## src/rtl/registrador_ctrl.sv

```systemverilog
// registrador_ctrl: two-port round-robin arbiter that serializes the granted word
// MSB-first into the 'registrador' shift register and checks the parallel read-back.
module registrador_ctrl #(
    parameter int WIDTH = 8
) (
    input  logic             CLOCK,
    input  logic             CLEAR,
    input  logic             req0_valid,
    input  logic [WIDTH-1:0] req0_data,
    output logic             req0_ready,
    input  logic             req1_valid,
    input  logic [WIDTH-1:0] req1_data,
    output logic             req1_ready,
    output logic             A,
    output logic             B,
    input  logic [WIDTH-1:0] q_in,
    output logic             busy,
    output logic             done,
    output logic             match,
    output logic             grant_id,
    output logic [1:0]       state_dbg
);
    localparam int CW = (WIDTH > 1) ? $clog2(WIDTH) : 1;
    localparam logic [CW-1:0] CNT_LAST = CW'(WIDTH - 1);

    typedef enum logic [1:0] {
        IDLE  = 2'd0,
        SHIFT = 2'd1,
        CHECK = 2'd2
    } state_t;

    state_t           state;
    state_t           state_nxt;
    logic [WIDTH-1:0] shreg;
    logic [WIDTH-1:0] data_lat;
    logic [CW-1:0]    cnt;
    logic             last;
    logic             grant0;
    logic             grant1;
    logic             hs0;
    logic             hs1;

    // Handshake: a word is accepted at a rising edge where valid and ready are both
    // high; ready is offered only in IDLE, only to the granted port, never under CLEAR.
    assign grant0 = req0_valid & (~req1_valid | last);
    assign grant1 = req1_valid & (~req0_valid | ~last);
    assign hs0    = req0_valid & req0_ready;
    assign hs1    = req1_valid & req1_ready;

    always_ff @(posedge CLOCK or negedge CLEAR) begin
        if (!CLEAR) begin
            state <= IDLE;
        end else begin
            state <= state_nxt;
        end
    end

    always_comb begin
        state_nxt = state;
        case (state)
            IDLE:    if (hs0 | hs1) state_nxt = SHIFT;
            SHIFT:   if (cnt == CNT_LAST) state_nxt = CHECK;
            CHECK:   state_nxt = IDLE;
            default: state_nxt = IDLE;
        endcase
    end

    // cnt holds at its last value on the final shift edge so it never wraps.
    always_ff @(posedge CLOCK or negedge CLEAR) begin
        if (!CLEAR) begin
            shreg    <= '0;
            data_lat <= '0;
            cnt      <= '0;
            grant_id <= 1'b0;
            last     <= 1'b1;
        end else begin
            case (state)
                IDLE: begin
                    if (hs0) begin
                        shreg    <= req0_data;
                        data_lat <= req0_data;
                        grant_id <= 1'b0;
                        last     <= 1'b0;
                        cnt      <= '0;
                    end else if (hs1) begin
                        shreg    <= req1_data;
                        data_lat <= req1_data;
                        grant_id <= 1'b1;
                        last     <= 1'b1;
                        cnt      <= '0;
                    end
                end
                SHIFT: begin
                    shreg <= shreg << 1;
                    if (cnt != CNT_LAST) begin
                        cnt <= cnt + 1'b1;
                    end
                end
                default: ;
            endcase
        end
    end

    always_comb begin
        req0_ready = 1'b0;
        req1_ready = 1'b0;
        A          = 1'b0;
        B          = 1'b0;
        busy       = 1'b0;
        done       = 1'b0;
        match      = 1'b0;
        case (state)
            IDLE: begin
                req0_ready = grant0 & CLEAR;
                req1_ready = grant1 & CLEAR;
            end
            SHIFT: begin
                A    = 1'b1;
                B    = shreg[WIDTH-1];
                busy = 1'b1;
            end
            CHECK: begin
                busy  = 1'b1;
                done  = 1'b1;
                match = (q_in == data_lat);
            end
            default: ;
        endcase
    end

    assign state_dbg = state;

endmodule

```

## config.mk

```make
export PLATFORM = sky130hd
export DESIGN_NAME = registrador_ctrl
export DESIGN_NICKNAME = d
export VERILOG_FILES = /design/src/rtl/registrador_ctrl.sv
export SDC_FILE = /design/constraint.sdc
export NUM_CORES = 1
export LEC_CHECK = 0
export BUFFER_PORTS_ARGS = -buffer_cell sky130_fd_sc_hd__buf_4
export CAP_MARGIN = 25
export CORE_MARGIN = 3
export CORE_UTILIZATION = 35
export DETAILED_ROUTE_END_ITERATION = 6
export SETUP_SLACK_MARGIN = 0.1
export SYNTH_ARGS = -nofsm -noshare
export SYNTH_HDL_FRONTEND = slang
export SYNTH_SLANG_ARGS = --single-unit
```

## constraint.sdc

```tcl
create_clock -name CLOCK -period 3.48 [get_ports CLOCK]
set_input_delay 0.174 -clock CLOCK [delete_from_list [all_inputs] [get_ports CLOCK]]
set_output_delay 0.174 -clock CLOCK [all_outputs]
set_load 0.01 [all_outputs]
```

==> impl_metrics.ini <==
[outcome]
outcome = finished clean

[clock_tree]
clock_path_buffers = 2
buffers_inserted_by_post_cts_timing_repair = 0
clock_tree.htree_level_count = 1
insertion_delay_ns = 0.26
tritoncts = done
cts.root.buffer_cell = sky130_fd_sc_hd__clkbuf_8
cts-buffers-inserted = 3
cts.sink_count = 23
clk_transition_reported_paths_ns = 0.08

[yosys]
synth_area_per_cell_um2 = 10.07
synth-seq-cells = 23
synthSimpleGateAreaFrac_pct = 14.63
synthesis.yosys.warnings = 0
synth_sequential_area_ratio_pct = 40.62
synth_adder_area_share_pct = 5.286
synth.area.mux_share_pct = 2.203
syn_area_um2 = 1420
postSynthCellCount = 141
count_of_flip_flops_with_a_built_in_enable_after_synthesis = 0
synth_nets = 175
synth_xor_xnor_area_share_pct = 4.934
synth_top_family_by_area = compound AO/OA/AOI/OAI gates
synth_compound_gate_area_share_pct = 24.58
synth-async-reset-ratio_pct = 100.0
ys_types = 38
postSynth.topFlopCell = sky130_fd_sc_hd__dfrtp_1

[cells_and_area]
areaGrowthSynthToFinish_pct = 21.23
count_of_fill_cells_added_during_filler_insertion = 375
final_nets = 207
antenna_cells = 0
drive_above_1_share_pct = 29.65
finish.cell_count_without_fillers = 220
final_design_area_no_fill_um2 = 1722
layout.core_utilization_pct = 45.32

[critical_path]
cp-end-kind = flop
critical_path_required_ns = 3.60
worstSetupPathType = flop to flop
setup.worst_path.start_class = flop
crit_path_max_fanout = 21
worst_ep_arrival_time_ns = 2.60
r2r_setup_slk_ns = 1.0

[sta]
finalHoldViolCount = 0
clock_skew_ns = 0.002315
hold_ws_ns = 0.1938
max_clock_freq_ghz = 0.4025
period_share_pct = 71.40
worst_pin_slew_ns = 0.8002
fin_tns_setup_ns = 0
setup_violators_final = 0
finalWorstPathRequiredPeriod_ns = 2.485
setup_repair_after_global_routing_missed_its_margin = no
timing.final.max_slew_violations = 0
timing.max_slew.rel_slack_pct = 46.50

[place]
dp_hpwl_mm = 2.519
post_dp_cell_area_um2 = 1667
dp_cells = 215
finalWeightedCongestion = 0.7392
buffer_ports.inserted = 37

[pwr]
switching_share_pct = 41.70
sequentialPowerShare_pct = 36.5
power.share.combinational_pct = 51.2
internal_power_mw = 0.7750
cellPowerDensity_nw_per_um2 = 772.1
p_leak_nw = 0.8041
power.share.clock_pct = 12.2
p_sw_mw = 0.5543
ir_worst_vdd_mv = 0.3777

[floorplan]
rows = 22
core_area_um2 = 3799
die-width_um = 69.70
initial_core_util_pct = 37.38
floorplan.die.height_um = 69.70
boundaryPins = 38
floorplan.die_area_um2 = 4858

[drt]
via_per_inst = 5.373
remaining_drc_errors = 0
via_count = 1182
drt-wirelength-per-cell_um = 15.05
totalWireLength_mm = 3.311
1st_iter_drt_viols = 42
antenna_violating_nets_remaining = 0
firstDrtPassIters = 4

[job]
cap_violations = 0

[worst_hold_path]
hold_path.class = input pin to flop

[global_route]
antenna_found_initial = 0
groute.usage.overall_pct = 14.16
grt_first_pass_wirelength_mm = 5.733
globalRouteOverflowTotal = 0
maximum_number_of_pins_on_one_net_before_global_route_repair = 35
first_global_vias = 1187
Yosys cell counts (2+ instances only):
cell type | instances | share of area [%]
sky130_fd_sc_hd__mux2i_1 | 2 | 1.4
sky130_fd_sc_hd__a22oi_1 | 8 | 4.2
sky130_fd_sc_hd__o31ai_1 | 5 | 2.6
sky130_fd_sc_hd__o21ai_0 | 9 | 3.2
sky130_fd_sc_hd__xor2_1 | 3 | 1.9
sky130_fd_sc_hd__o21ai_1 | 3 | 1.1
sky130_fd_sc_hd__dfrtp_1 | 22 | 39
sky130_fd_sc_hd__inv_1 | 5 | 1.3
sky130_fd_sc_hd__a221oi_1 | 5 | 3.1
sky130_fd_sc_hd__nand2_1 | 19 | 5.0
sky130_fd_sc_hd__xnor2_1 | 5 | 3.1
sky130_fd_sc_hd__buf_6 | 6 | 4.8
sky130_fd_sc_hd__a221oi_2 | 2 | 2.1
sky130_fd_sc_hd__nor2_1 | 5 | 1.3
sky130_fd_sc_hd__buf_2 | 4 | 1.4
sky130_fd_sc_hd__a21o_1 | 2 | 1.1
sky130_fd_sc_hd__a21oi_1 | 5 | 1.8
sky130_fd_sc_hd__ha_1 | 6 | 5.3
sky130_fd_sc_hd__and4_1 | 6 | 3.7
state kept, by name, indices dropped and copies added (netlist names):
signal and flops:
cnt 3, grant_id 1, state_dbg 2, last 1, shreg 8, data_lat 8
repair_timing:
item / in CTS / in global routing
hold endpoints to repair: 22 / 0
hold buffers: 1 / 0
gates resized for setup: 0 / 0
worst max-delay path, cell delays in order, from the launching register on:
cell and delay [ns]:
sky130_fd_sc_hd__dfrtp_1 0.42, sky130_fd_sc_hd__inv_1 0.13, sky130_fd_sc_hd__ha_1 0.54, sky130_fd_sc_hd__o211ai_2 0.49, sky130_fd_sc_hd__o21a_1 0.45, sky130_fd_sc_hd__nor3_1 0.26
sky130_fd_sc_hd__a221oi_2 0.05
final cells by class:
cell class | count | area, um^2 | share of cell area [%]
Multi-Input combinational cell | 102 | 733.2 | 42.59
Clock buffer | 4 | 45.04 | 2.616
Tap cell | 48 | 60.06 | 3.488
Inverter | 5 | 18.77 | 1.090
Sequential cell | 23 | 576.8 | 33.50
Timing Repair Buffer | 38 | 287.8 | 16.72
final timing paths:
check | from | end | cells past startpoint
setup / recovery | state_dbg[1] | shreg[4] | 6
hold / removal | req0_valid | last | 2
setup reg to reg | state_dbg[1] | shreg[4] | 6
hold reg to reg | grant_id | grant_id | 1
max in group asynchronous | CLEAR | last | 2
min in group asynchronous | CLEAR | shreg[4] | 2
kinds of logic after synthesis:
group | Yosys count
buffers and inverters | 16
DFF | 23
AOI/OAI and AO/OA | 47
xor gates and xnor gates | 8
and+or+nand+nor | 38
adders and majority gates | 6
muxes | 3
power by group through the flow:
stage | clock network, mW | registers, mW | logic [mW]
floorplan | 0 | 0.475 | 0.557
global placement | 0 | 0.485 | 0.662
detailed placement | 0 | 0.492 | 0.688
CTS | 0.166 | 0.487 | 0.690
global route | 0.176 | 0.503 | 0.768
finish | 0.163 | 0.485 | 0.681
routing by layer:
layer / part of all wire (%) / vias up / global-route usage, % / wire length [um]
li1: - / 584 / - / -
met1: 48 / 561 / 20.77 / 1594
met2: 47 / 35 / 22.46 / 1550
met3: 4.7 / 2 / 2.319 / 156
met4: 0.27 / 0 / 1.915 / 9
met5: 0 / - / 0 / 0
through the flow:
stage          setup WS [ns]  power [mW]
3_5_place_dp           1.009       1.180
5_1_grt               0.7417       1.448
6_report              0.9953       1.329
3_3_place_gp           1.108       1.147
2_1_floorplan          1.873       1.031
4_1_cts               0.9972       1.343
cells in the final DEF (no fill, tap or decap), types with 2 or more instances in the layout:
master and n:
sky130_fd_sc_hd__nor2_1 5, sky130_fd_sc_hd__inv_1 5, sky130_fd_sc_hd__xor2_1 3, sky130_fd_sc_hd__a221oi_1 5, sky130_fd_sc_hd__and4_1 6, sky130_fd_sc_hd__dfrtp_1 22, sky130_fd_sc_hd__ha_1 6, sky130_fd_sc_hd__o21ai_1 3
sky130_fd_sc_hd__o21ai_0 9, sky130_fd_sc_hd__buf_4 37, sky130_fd_sc_hd__clkbuf_8 3, sky130_fd_sc_hd__o31ai_1 5, sky130_fd_sc_hd__mux2i_1 2, sky130_fd_sc_hd__a21o_1 2, sky130_fd_sc_hd__nand2_1 19, sky130_fd_sc_hd__a22oi_1 8
sky130_fd_sc_hd__xnor2_1 5, sky130_fd_sc_hd__a21oi_1 5, sky130_fd_sc_hd__a221oi_2 2
Note: power is estimated with default switching activity, not from simulation.
